--- src/rtl/fp_addsub_pipe.sv ---
// fp_addsub_pipe: three-stage pipelined floating-point add/subtract with valid/ready flow
// control, overflow saturation and zero/underflow flush.
// Optional feature macro: ROUND_NEAREST_EN (round-to-nearest-even; default is truncation).
module fp_addsub_pipe #(
    parameter int unsigned EXP_W  = 5,
    parameter int unsigned FRAC_W = 10
) (
    input  logic              clk,
    input  logic              rst_n,
    input  logic              in_valid,
    output logic              in_ready,
    input  logic              in_op,
    input  logic              a_sign,
    input  logic [EXP_W-1:0]  a_exp,
    input  logic [FRAC_W-1:0] a_frac,
    input  logic              b_sign,
    input  logic [EXP_W-1:0]  b_exp,
    input  logic [FRAC_W-1:0] b_frac,
    output logic              out_valid,
    input  logic              out_ready,
    output logic              out_sign,
    output logic [EXP_W-1:0]  out_exp,
    output logic [FRAC_W-1:0] out_frac,
    output logic              out_ovf,
    output logic              out_zero
);
    // Mantissa datapath: hidden bit, fraction, guard, round, sticky.
    localparam int unsigned MW  = FRAC_W + 4;
    localparam int unsigned LZW = $clog2(MW);
    // Signed working exponent wide enough for exp+1 and exp-lz.
    localparam int unsigned XW  = EXP_W + LZW + 2;
    localparam logic [EXP_W-1:0] EXP_MAX = '1;

    logic advance;
    assign advance  = out_ready | ~out_valid;
    assign in_ready = advance;

    // ---------------- Stage 1: operand swap and alignment ----------------
    logic              a_zero, b_zero, a_big, l_sign, eff_sub, in_inf;
    logic [FRAC_W:0]   a_mant, b_mant, l_mant, s_mant;
    logic [EXP_W-1:0]  l_exp, diff;
    logic [MW-1:0]     s_ext, s_shift, s_mask, s_algn;

    // Pick the larger operand and shift the smaller one into guard/round/sticky.
    always_comb begin
        a_zero  = (a_exp == '0) && (a_frac == '0);
        b_zero  = (b_exp == '0) && (b_frac == '0);
        a_mant  = {~a_zero, a_frac};
        b_mant  = {~b_zero, b_frac};
        a_big   = {a_exp, a_frac} >= {b_exp, b_frac};
        eff_sub = in_op ^ a_sign ^ b_sign;
        in_inf  = (a_exp == EXP_MAX) || (b_exp == EXP_MAX);
        if (a_big) begin
            l_mant = a_mant;
            s_mant = b_mant;
            l_exp  = a_exp;
            diff   = a_exp - b_exp;
            l_sign = a_sign;
        end else begin
            l_mant = b_mant;
            s_mant = a_mant;
            l_exp  = b_exp;
            diff   = b_exp - a_exp;
            l_sign = b_sign ^ in_op;
        end
        s_ext   = {s_mant, 3'b000};
        s_shift = s_ext >> diff;
        s_mask  = (MW'(1) << diff) - MW'(1);
        if (32'(diff) >= FRAC_W + 3) begin
            s_algn = {{(MW-1){1'b0}}, |s_mant};
        end else begin
            s_algn = s_shift | {{(MW-1){1'b0}}, |(s_ext & s_mask)};
        end
    end

    logic              s1_valid, s1_sign, s1_sub, s1_inf;
    logic [EXP_W-1:0]  s1_exp;
    logic [MW-1:0]     s1_big, s1_small;

    // Stage 1 registers.
    always_ff @(posedge clk or negedge rst_n) begin
        if (!rst_n) begin
            s1_valid <= 1'b0;
            s1_sign  <= 1'b0;
            s1_sub   <= 1'b0;
            s1_inf   <= 1'b0;
            s1_exp   <= '0;
            s1_big   <= '0;
            s1_small <= '0;
        end else if (advance) begin
            s1_valid <= in_valid;
            s1_sign  <= l_sign;
            s1_sub   <= eff_sub;
            s1_inf   <= in_inf;
            s1_exp   <= l_exp;
            s1_big   <= {l_mant, 3'b000};
            s1_small <= s_algn;
        end
    end

    // ---------------- Stage 2: magnitude add/subtract ----------------
    logic [MW:0] sum;

    // Larger minus smaller never goes negative.
    always_comb begin
        if (s1_sub) sum = {1'b0, s1_big} - {1'b0, s1_small};
        else        sum = {1'b0, s1_big} + {1'b0, s1_small};
    end

    logic              s2_valid, s2_sign, s2_inf;
    logic [EXP_W-1:0]  s2_exp;
    logic [MW:0]       s2_sum;

    // Stage 2 registers.
    always_ff @(posedge clk or negedge rst_n) begin
        if (!rst_n) begin
            s2_valid <= 1'b0;
            s2_sign  <= 1'b0;
            s2_inf   <= 1'b0;
            s2_exp   <= '0;
            s2_sum   <= '0;
        end else if (advance) begin
            s2_valid <= s1_valid;
            s2_sign  <= s1_sign;
            s2_inf   <= s1_inf;
            s2_exp   <= s1_exp;
            s2_sum   <= sum;
        end
    end

    // ---------------- Stage 3: normalise, round, classify ----------------
    logic                    found, unused_bits;
    logic [LZW-1:0]          lz;
    logic [MW-1:0]           norm;
    logic signed [XW-1:0]    exp_x, exp_r;
    logic [FRAC_W-1:0]       frac_r;
    logic                    n_sign, n_ovf, n_zero;
    logic [EXP_W-1:0]        n_exp;
    logic [FRAC_W-1:0]       n_frac;
`ifdef ROUND_NEAREST_EN
    logic                    round_up;
    logic [FRAC_W+1:0]       mant_r;
`endif

    // Normalise the raw sum and resolve zero, underflow and overflow cases.
    always_comb begin
        lz    = '0;
        found = 1'b0;
        for (int i = int'(MW) - 1; i >= 0; i--) begin
            if (!found && s2_sum[i]) begin
                lz    = LZW'(int'(MW) - 1 - i);
                found = 1'b1;
            end
        end
        if (s2_sum[MW]) begin
            norm  = {s2_sum[MW:2], s2_sum[1] | s2_sum[0]};
            exp_x = $signed(XW'(s2_exp) + XW'(1));
        end else begin
            norm  = s2_sum[MW-1:0] << lz;
            exp_x = $signed(XW'(s2_exp) - XW'(lz));
        end
`ifdef ROUND_NEAREST_EN
        round_up = norm[2] & (norm[1] | norm[0] | norm[3]);
        mant_r   = {1'b0, norm[MW-1:3]} + {{(FRAC_W+1){1'b0}}, round_up};
        if (mant_r[FRAC_W+1]) begin
            frac_r = '0;
            exp_r  = exp_x + $signed(XW'(1));
        end else begin
            frac_r = mant_r[FRAC_W-1:0];
            exp_r  = exp_x;
        end
        unused_bits = mant_r[FRAC_W] ^ norm[MW-1];
`else
        frac_r      = norm[FRAC_W+2:3];
        exp_r       = exp_x;
        unused_bits = ^{norm[MW-1], norm[2:0]};
`endif
        n_sign = s2_sign;
        n_exp  = '0;
        n_frac = '0;
        n_ovf  = 1'b0;
        n_zero = 1'b0;
        if (s2_inf) begin
            n_exp = EXP_MAX;
            n_ovf = 1'b1;
        end else if (s2_sum == '0) begin
            n_sign = 1'b0;
            n_zero = 1'b1;
        end else if (exp_x < $signed(XW'(1))) begin
            n_zero = 1'b1;
        end else if (exp_r >= $signed(XW'(EXP_MAX))) begin
            n_exp = EXP_MAX;
            n_ovf = 1'b1;
        end else begin
            n_exp  = exp_r[EXP_W-1:0];
            n_frac = frac_r;
        end
    end

    // Output registers; held while the consumer stalls.
    always_ff @(posedge clk or negedge rst_n) begin
        if (!rst_n) begin
            out_valid <= 1'b0;
            out_sign  <= 1'b0;
            out_exp   <= '0;
            out_frac  <= '0;
            out_ovf   <= 1'b0;
            out_zero  <= 1'b0;
        end else if (advance) begin
            out_valid <= s2_valid;
            out_sign  <= s2_valid & n_sign;
            out_exp   <= s2_valid ? n_exp : '0;
            out_frac  <= s2_valid ? n_frac : '0;
            out_ovf   <= s2_valid & n_ovf;
            out_zero  <= s2_valid & n_zero;
        end
    end

endmodule

--- config.mk ---
export PLATFORM = sky130hd
export DESIGN_NAME = fp_addsub_pipe
export DESIGN_NICKNAME = d
export VERILOG_FILES = /design/src/rtl/fp_addsub_pipe.sv
export SDC_FILE = /design/constraint.sdc
export NUM_CORES = 1
export LEC_CHECK = 0
export CORE_ASPECT_RATIO = 2
export CORE_MARGIN = 1.5
export CORE_UTILIZATION = 46
export CTS_CLUSTER_SIZE = 25
export DETAILED_ROUTE_END_ITERATION = 10
export HOLD_SLACK_MARGIN = 0.08
export PLACE_DENSITY = 0.69
export SLEW_MARGIN = 30
export SYNTH_ARGS = -nofsm -noshare
export SYNTH_HDL_FRONTEND = slang
export SYNTH_SLANG_ARGS = --single-unit
--- constraint.sdc ---
create_clock -name clk -period 12.95 [get_ports clk]
set_clock_uncertainty 0.1 [all_clocks]
set_input_delay 3.885 -clock clk [delete_from_list [all_inputs] [get_ports clk]]
set_output_delay 3.885 -clock clk [all_outputs]
set_load 0.02 [all_outputs]
==> results.toml, run 1 <==
[critical_path]
critPathKind = "primary input to primary output"
end_kind = "primary output"
reg2reg_depth = 16
cp-start-kind = "primary input"
cp_max_fo = 89
worstPathArrival_ns = 5.81
cp.required_ns = 8.96

[layout]
area_delta_synth_final_pct = 15.5
multiInputGateArea_mm2 = 0.00424
seqCellArea_mm2 = 0.00190
stdcell_count = 1031
drive_gt1_share_pct = 5.94
layout_common_cells = "nand2_1, dfrtp_1, a21oi_1"
nNetsFinal = 926
final_util_pct = 54.5
diodes = 0
n_fill_cell = 1373
final_common_cell = "nand2_1"

[flow_run]
cap_violations = 0

[detailed_routing]
viasPerCell = 6.07
wl_per_cell_um = 18.6
drt-total-wl_um = 19200
drtIter0Drc = 294
dr_total_vias = 6259
drc = 0
firstDrtPassIters = 6
ant_nets = 0

[floorplan]
rows = 61
initial_core_util_pct = 47.1
core_mm2 = 0.0139
die_h_um = 172
dieArea_mm2 = 0.0150
die_x_um = 87.4
num_io_pins = 57

[clocking]
cts.sinks = 76
clockRootBuffer = "clkbuf_16"
cts_tree = "built"
clock_latency_ns = 0.35
ctsHoldBuffers = 0
post_cts_buffers = 0
htreeDepth = 3
cts_resized = 0
numCtsBuffers = 9
clk_pin_slew_ns = 0.06
clockBufferDepth = 2

[run_status]
status = "finished, final reports clean"

[global_route]
grt_pass1_vias = 6466
track_usage_pct = 26.9
grt_start_max_net_pins = 90
grt_pass1_wl_um = 31400
antenna_found_initial = 0
overflow = 0

[logic_synthesis]
synth_top_flop_cell = "dfrtp_1"
ys_types = 76
synth-seq-area-share_pct = 29.0
netlist_area_mm2 = 0.00655
synth-seq-cells = 76
synth-edff-count = 0
synth.net_count = 890
postSynthAreaPerCell_um2 = 8.18
synthCells = 801
ys_warn_count = 0
async_reset_ff_share_pct = 100

[pwr]
peakVddDrop_mv = 0.0758
p_per_area_mw_per_mm2 = 198
leakage_nw = 3.27

[place]
io_buffers = 56
gp_congestion = 0.937
numPlacedInstances = 1015
place_hpwl_um = 15000

[hold_path]
worstHoldPathCells = 2
hp-class = "flop to flop"

[sta]
finalSetupViolations = 0
worst_slew_pin_slew_ns = 0.832
max_freq_mhz = 102
drv_slew = 0
relSlewSlack_pct = 44.5
fin_setup_tns_ns = 0
rsz0062_at_grt = "false"
finalCritPeriodShare_pct = 75.6
fin_crit_ns = 9.79
hold_viol = 0
==> critical path, stage by stage <==
cell and delay, ns:
clkdlybuf4s50_1 0.44, nor2b_4 0.11, buf_4 0.63, inv_1 0.14, clkdlybuf4s50_1 0.58
==> power by group <==
group / internal [W] / total, W / switching, W
sequential: 0.000322 / 0.000424 / 0.000102
clock: 0.000169 / 0.000266 / 0.0000971
combinational: 0.000341 / 0.000810 / 0.000469
==> final cells by class <==
class                           instances  share of cell area (%)
Clock buffer                           12                    3.13
Clock inverter                          4                   0.976
Inverter                               65                    3.22
Multi-Input combinational cell        620                    56.1
Sequential cell                        76                    25.2
Tap cell                              189                    3.13
Timing Repair Buffer                   65                    8.32
==> through the flow <==
step | setup slack, ns | cell area (um^2) | hold slack (ns) | power, W
2_1_floorplan | 4.18 | 6550 | 0.339 | 0.000980
3_3_place_gp | 3.17 | 7240 | 0.351 | 0.00120
3_5_place_dp | 3.13 | 7240 | 0.360 | 0.00123
4_1_cts | 3.13 | 7550 | 0.373 | 0.00150
5_1_grt | 3.02 | 7570 | 0.402 | 0.00162
6_report | 3.16 | 7570 | 0.372 | 0.00150
==> path summary, 6_finish.rpt <==
check / start / endpoint / slack [ns]
max: out_ready / in_ready / 3.16
max in group asynchronous: rst_n / s2_sum[14] / 8.79
min reg2reg: s1_exp[0] / s2_exp[0] / 0.37
max reg2reg: s2_sum[7] / out_frac[2] / 7.17
min: s1_exp[0] / s2_exp[0] / 0.37
min in group asynchronous: rst_n / out_frac[7] / 3.45
==> state kept, by name, summed over array words and instances, names as in the netlist <==
name       cells
out_exp        5
out_frac      10
out_ovf        1
out_sign       1
out_valid      1
out_zero       1
s1_big        11
s1_exp         5
s1_inf         1
s1_sign        1
s1_small      14
s1_sub         1
s1_valid       1
s2_exp         5
s2_inf         1
s2_sign        1
s2_sum        15
s2_valid       1
==> cells by family (layout without fill, tap and decap cells) <==
logic type                 Yosys count  after routing  synth area share [%]
and+or+nand+nor                    264            264                  19.4
DFF                                 76             76                  29.0
buffers and inverters              105            146                  6.40
muxes                               50             50                  8.43
AOI/OAI and AO/OA                  235            235                  23.7
xor gates and xnor gates            19             19                  2.66
adders and majority gates           52             52                  10.4
==> synthesized netlist by cell type, types with 6 or more instances <==
library cell | n | area (um^2)
o21bai_1 | 9 | 67.6
o21ai_0 | 52 | 260
o221ai_1 | 6 | 52.6
mux2i_1 | 41 | 410
dfrtp_1 | 76 | 1900
inv_1 | 63 | 236
xnor2_1 | 15 | 131
nor4_1 | 11 | 68.8
ha_1 | 48 | 601
nand2_1 | 94 | 353
a31oi_1 | 9 | 56.3
nor3_1 | 14 | 70.1
or3_1 | 7 | 43.8
nor2_1 | 66 | 248
nand3_1 | 16 | 80.1
o31ai_1 | 8 | 60.1
a221oi_1 | 6 | 52.6
o211ai_1 | 6 | 45.0
a211oi_1 | 9 | 67.6
nand4_1 | 7 | 43.8
and2_1 | 6 | 37.5
a21oi_1 | 68 | 340
nand2b_1 | 7 | 43.8
clkbuf_1 | 29 | 109
o21a_1 | 8 | 60.1
==> per-layer routing <==
metal / track usage, % / part of all wire (%) / up-vias
met4: 20.6 / 7.7 / 0
li1: - / - / 2969
met5: 0 / 0 / -
met1: 25.2 / 34 / 2979
met3: 2.45 / 2.9 / 88
met2: 51.4 / 55 / 223
(Power assumes the default switching activity.)
==> inputs of run 2 (changes only) <==
--- a/config.mk
+++ b/config.mk
@@ -11,7 +11,7 @@
 export CTS_CLUSTER_SIZE = 25
 export DETAILED_ROUTE_END_ITERATION = 10
 export HOLD_SLACK_MARGIN = 0.08
-export PLACE_DENSITY = 0.69
+export PLACE_DENSITY = 0.71
 export SLEW_MARGIN = 30
 export SYNTH_ARGS = -nofsm -noshare
 export SYNTH_HDL_FRONTEND = slang
==> constraint.sdc (replaced) <==
create_clock -name clk -period 8.6 [get_ports clk]
set_clock_uncertainty 0.1 [all_clocks]
set_input_delay 2.58 -clock clk [delete_from_list [all_inputs] [get_ports clk]]
set_output_delay 2.58 -clock clk [all_outputs]
set_load 0.02 [all_outputs]
==> results.toml, run 2 (synthesized netlist as in run 1, its figures left out) <==
[floorplan]
rows = 61
num_io_pins = 57
die_x_um = 87.4
initial_core_util_pct = 47.1
die_h_um = 172
core_mm2 = 0.0139
dieArea_mm2 = 0.0150

[global_route]
track_usage_pct = 27.1
grt_pass1_vias = 6266
antenna_found_initial = 0
overflow = 0
grt_pass1_wl_um = 31100
grt_start_max_net_pins = 89

[pwr]
leakage_nw = 3.26
p_seq_share_pct = 28.5
p_per_area_mw_per_mm2 = 298
power.share.clock_pct = 17.9
combPwrFrac_pct = 53.6
peakVddDrop_mv = 0.110
intPower_w = 0.00125
p_sw_w = 0.00101
switching_share_pct = 44.6
finalPower_w = 0.00225

[detailed_routing]
dr_total_vias = 6161
wl_per_cell_um = 18.6
drc = 0
drtIter0Drc = 384
drt-total-wl_um = 19200
firstDrtPassIters = 5
viasPerCell = 5.99
ant_nets = 0

[critical_path]
rr_startpoint = "s2_sum[7]"
cp_max_fo = 48
ff2ff_setup_slack_ns = 2.95
worstPathArrival_ns = 6.80
reg2reg_depth = 16
critPathKind = "primary input to flop"
crit-reg2reg-capture = "out_frac[2]"
end_kind = "flop"
cp-start-kind = "primary input"
slowest_delay_ns = 0.55
slowest_stage = "clkdlybuf4s50_1"
crit_chain = "clkdlybuf4s50_1, inv_1, ha_1, buf_4, and4_1, a41oi_2, o211ai_2, or2_4, mux2_4, xnor2_2, or3_1, nand4b_1, or4_1, o31a_1"
cp.required_ns = 8.72

[layout]
top_register = "s2_sum"
reg_top3 = "s2_sum: 15 flops, s1_small: 14 flops, s1_big: 11 flops"
largest_reg_flops = 15
area_delta_synth_final_pct = 15.4
layout_common_cells = "nand2_1, dfrtp_1, a21oi_1"
drive_gt1_share_pct = 5.95
nNetsFinal = 925
diodes = 0
final_common_cell = "nand2_1"

[sta]
finalCritPeriodShare_pct = 77.7
fin_setup_tns_ns = 0
finalSetupViolations = 0
relSlewSlack_pct = 37.1
max_freq_mhz = 150
drv_slew = 0
hold_viol = 0
worst_slew_pin_slew_ns = 0.936
fin_crit_ns = 6.68
rsz0062_at_grt = "false"

[place]
gp_congestion = 0.958
place_hpwl_um = 14900
io_buffers = 56

[clocking]
clockRootBuffer = "clkbuf_16"
clock_latency_ns = 0.34
post_cts_buffers = 0
clk_pin_slew_ns = 0.06
cts.sinks = 76
htreeDepth = 3
numCtsBuffers = 9
ctsHoldBuffers = 0
cts_resized = 0
cts_tree = "built"
clockBufferDepth = 2

[hold_path]
hp-class = "flop to flop"
holdPathEnd = "s2_valid"
min_from = "s1_valid"
worstHoldPathCells = 2

[flow_run]
cap_violations = 0

[run_status]
status = "finished, final reports clean"
[run 2: cell types whose count changed in the layout (fill, tap and decap cells not counted)]
cell	before	now
clkinv_4	1	2
clkbuf_1	3	0
xnor2_2	2	1
clkinvlp_4	0	1
buf_4	9	8
xnor2_1	14	15
[run 2: worst max-delay path: cells and delay by family]
family / cells / cell delay (ns)
muxes: 1 / 0.37
adders and majority gates: 1 / 0.28
xor gates and xnor gates: 1 / 0.40
and+or+nand+nor: 5 / 1.63
buffers and inverters: 3 / 0.90
AOI/OAI and AO/OA: 3 / 0.61
[run 2: power by group through the flow]
| stage | registers (W) | clock network (W) | logic (W) |
|---|---|---|---|
| 6_report | 0.000643 | 0.000404 | 0.00121 |
| 5_1_grt | 0.000663 | 0.000421 | 0.00133 |
| 4_1_cts | 0.000639 | 0.000410 | 0.00120 |
| 3_5_place_dp | 0.000646 | 0 | 0.00119 |
| 3_3_place_gp | 0.000640 | 0 | 0.00118 |
| 2_1_floorplan | 0.000621 | 0 | 0.000855 |
[run 2: final cells by class]
type | instances | area (um^2)
Multi-Input combinational cell | 620 | 4240
Clock buffer | 9 | 225
Clock inverter | 6 | 90.1
Sequential cell | 76 | 1900
Tap cell | 189 | 236
Fill cell | 1374 | 6330
Inverter | 65 | 244
Timing Repair Buffer | 64 | 622
[run 2: worst max path at each step]
stage               depth (start not counted)  slack, ns     endpoint       from
finish                                     14       1.92  s1_small[0]   a_exp[0]
global route                               14       1.68  s1_small[0]   a_exp[0]
CTS                                        14       1.95  s1_small[0]   a_exp[0]
detailed placement                         14       1.60  s1_small[0]   a_exp[0]
global placement                           14       1.70  s1_small[0]   a_exp[0]
floorplan                                   5       2.44     in_ready  out_ready
[run 2: routing by layer]
metal	wire (um)	share of wire (%)	GRT usage, %	vias to the layer above
met3	430	2.2	2.21	80
met5	0	0	0	-
met4	1270	6.6	19.6	0
li1	-	-	-	2967
met1	6580	34	25.9	2938
met2	10900	57	51.9	176
[run 2: through the flow]
| step | hold slack [ns] | std cells | utilization [%] | cell area (um^2) | worst slack, ns |
|---|---|---|---|---|---|
| global route | 0.405 | 1029 | 54.4 | 7560 | 1.68 |
| finish | 0.372 | 1029 | 54.4 | 7560 | 1.92 |
| detailed placement | 0.363 | 1014 | 52.1 | 7240 | 1.60 |
| CTS | 0.378 | 1029 | 54.4 | 7550 | 1.95 |
| floorplan | 0.339 | 801 | - | 6550 | 2.44 |
| global placement | 0.351 | 1014 | 52.1 | 7240 | 1.70 |
==> inputs of run 3 (changes only) <==
--- a/config.mk
+++ b/config.mk
@@ -11,7 +11,7 @@
 export CTS_CLUSTER_SIZE = 25
 export DETAILED_ROUTE_END_ITERATION = 10
 export HOLD_SLACK_MARGIN = 0.08
-export PLACE_DENSITY = 0.71
+export PLACE_DENSITY = 0.69
 export SLEW_MARGIN = 30
 export SYNTH_ARGS = -nofsm -noshare
 export SYNTH_HDL_FRONTEND = slang
==> constraint.sdc (replaced) <==
create_clock -name clk -period 6.46 [get_ports clk]
set_clock_uncertainty 0.1 [all_clocks]
set_input_delay 1.938 -clock clk [delete_from_list [all_inputs] [get_ports clk]]
set_output_delay 1.938 -clock clk [all_outputs]
set_load 0.02 [all_outputs]
==> results.toml, run 3 (synthesized netlist as in run 1, its figures left out) <==
[critical_path]
slowest_stage = "clkdlybuf4s50_1"
crit_chain = "clkdlybuf4s50_1, inv_1, ha_1, and4_4, a21boi_0, o311a_4, nor2_8, mux4_2, mux2i_1, or3_1, nand4b_1, or4_1, o31a_1"
cp.required_ns = 6.57
critPathKind = "primary input to flop"
slowest_delay_ns = 0.63
cp-start-kind = "primary input"
timing.critical_path.buf_inv = 2
worstPathArrival_ns = 5.91
cp_max_fo = 19
cp_top_family = "simple AND/OR/NAND/NOR gates"
end_kind = "flop"

[clocking]
cts_tree = "built"
clk_pin_slew_ns = 0.06
post_cts_buffers = 0
cts.sinks = 76
clockBufferDepth = 2
numCtsBuffers = 9
ctsHoldBuffers = 0
htreeDepth = 3
clock_latency_ns = 0.33
clockRootBuffer = "clkbuf_16"
cts_resized = 0

[sta]
fin_crit_ns = 5.80
hold_viol = 0
max_freq_mhz = 172
drv_slew = 0
fin_setup_tns_ns = 0
worst_slew_pin_slew_ns = 0.821
finalCritPeriodShare_pct = 89.8
relSlewSlack_pct = 45.3
finalSetupViolations = 0
rsz0062_at_grt = "false"

[floorplan]
core_mm2 = 0.0139
rows = 61
dieArea_mm2 = 0.0150
initial_core_util_pct = 47.1
num_io_pins = 57
die_h_um = 172
die_x_um = 87.4

[pwr]
p_seq_share_pct = 28.1
p_sw_w = 0.00134
intPower_w = 0.00167
switching_share_pct = 44.5
peakVddDrop_mv = 0.182
combPwrFrac_pct = 54.5
power.share.clock_pct = 17.3
p_per_area_mw_per_mm2 = 394
finalPower_w = 0.00301
leakage_nw = 3.31

[layout]
drive_gt1_share_pct = 7.17
nNetsFinal = 936
largest_reg_flops = 15
top_register = "s2_sum"
reg_top3 = "s2_sum: 15 flops, s1_small: 14 flops, s1_big: 11 flops"
area_delta_synth_final_pct = 16.6
stdcell_count = 1040
final_common_cell = "nand2_1"
diodes = 0
layout_common_cells = "nand2_1, dfrtp_1, a21oi_1"

[global_route]
track_usage_pct = 27.0
overflow = 0
grt_pass1_vias = 6448
antenna_found_initial = 0
grt_start_max_net_pins = 89
grt_pass1_wl_um = 31300

[detailed_routing]
wl_per_cell_um = 18.6
ant_nets = 0
viasPerCell = 6.01
dr_total_vias = 6250
drt-total-wl_um = 19400
firstDrtPassIters = 6
drc = 0
drtIter0Drc = 385

[place]
gp_congestion = 1.03
io_buffers = 56
numPlacedInstances = 1025
place_hpwl_um = 15300

[run_status]
status = "finished, final reports clean"

[hold_path]
hp-class = "flop to flop"

[flow_run]
cap_violations = 0
[run 3: final timing paths]
check                               start           to  slack (ns)  depth (start not counted)
worst min-delay path             out_zero     out_zero        0.37                          2
max in group asynchronous           rst_n   s2_sum[14]        4.23                          1
worst max-delay path            b_frac[6]  s1_small[0]        0.66                         13
min in group asynchronous           rst_n   out_exp[3]        1.52                          1
worst max register to register  s2_sum[7]  out_frac[2]        0.79                         17
worst min register to register   out_zero     out_zero        0.37                          2
[run 3: layout make-up]
cell class,count,area [um^2]
Tap cell,189,236
Inverter,65,244
Clock inverter,3,45.0
Timing Repair Buffer,75,704
Clock buffer,12,267
Sequential cell,76,1900
Multi-Input combinational cell,620,4240
Fill cell,1343,6260
[run 3: power by group through the flow]
stage / Sequential (W) / Clock, W / Combinational, W
floorplan: 0.000827 / 0 / 0.00114
global placement: 0.000839 / 0 / 0.00158
detailed placement: 0.000850 / 0 / 0.00162
CTS: 0.000841 / 0.000529 / 0.00163
global route: 0.000875 / 0.000553 / 0.00180
finish: 0.000845 / 0.000521 / 0.00164
[run 3: stage by stage]
stage	util, %	hold slack [ns]	cell area [um^2]	setup slack [ns]
after floorplan	-	0.339	6550	1.33
after global placement	52.7	0.350	7320	0.502
after detailed placement	52.7	0.356	7320	0.358
after CTS	54.9	0.370	7630	0.681
after global routing	55.0	0.409	7630	0.350
final	55.0	0.368	7630	0.659
[run 3: worst min-delay path, delay by kind of cell (launching register included)]
kind / cells / cell delay (ns)
AND/OR/NAND/NOR: 2 / 0.09
flip-flops: 1 / 0.34
[run 3: metal layers]
metal | up-vias | wire length (um) | GRT usage, %
met5 | - | 0 | 0
met1 | 2934 | 6500 | 24.7
met3 | 95 | 516 | 1.82
li1 | 2985 | - | -
met2 | 236 | 10700 | 52.1
met4 | 0 | 1640 | 21.6
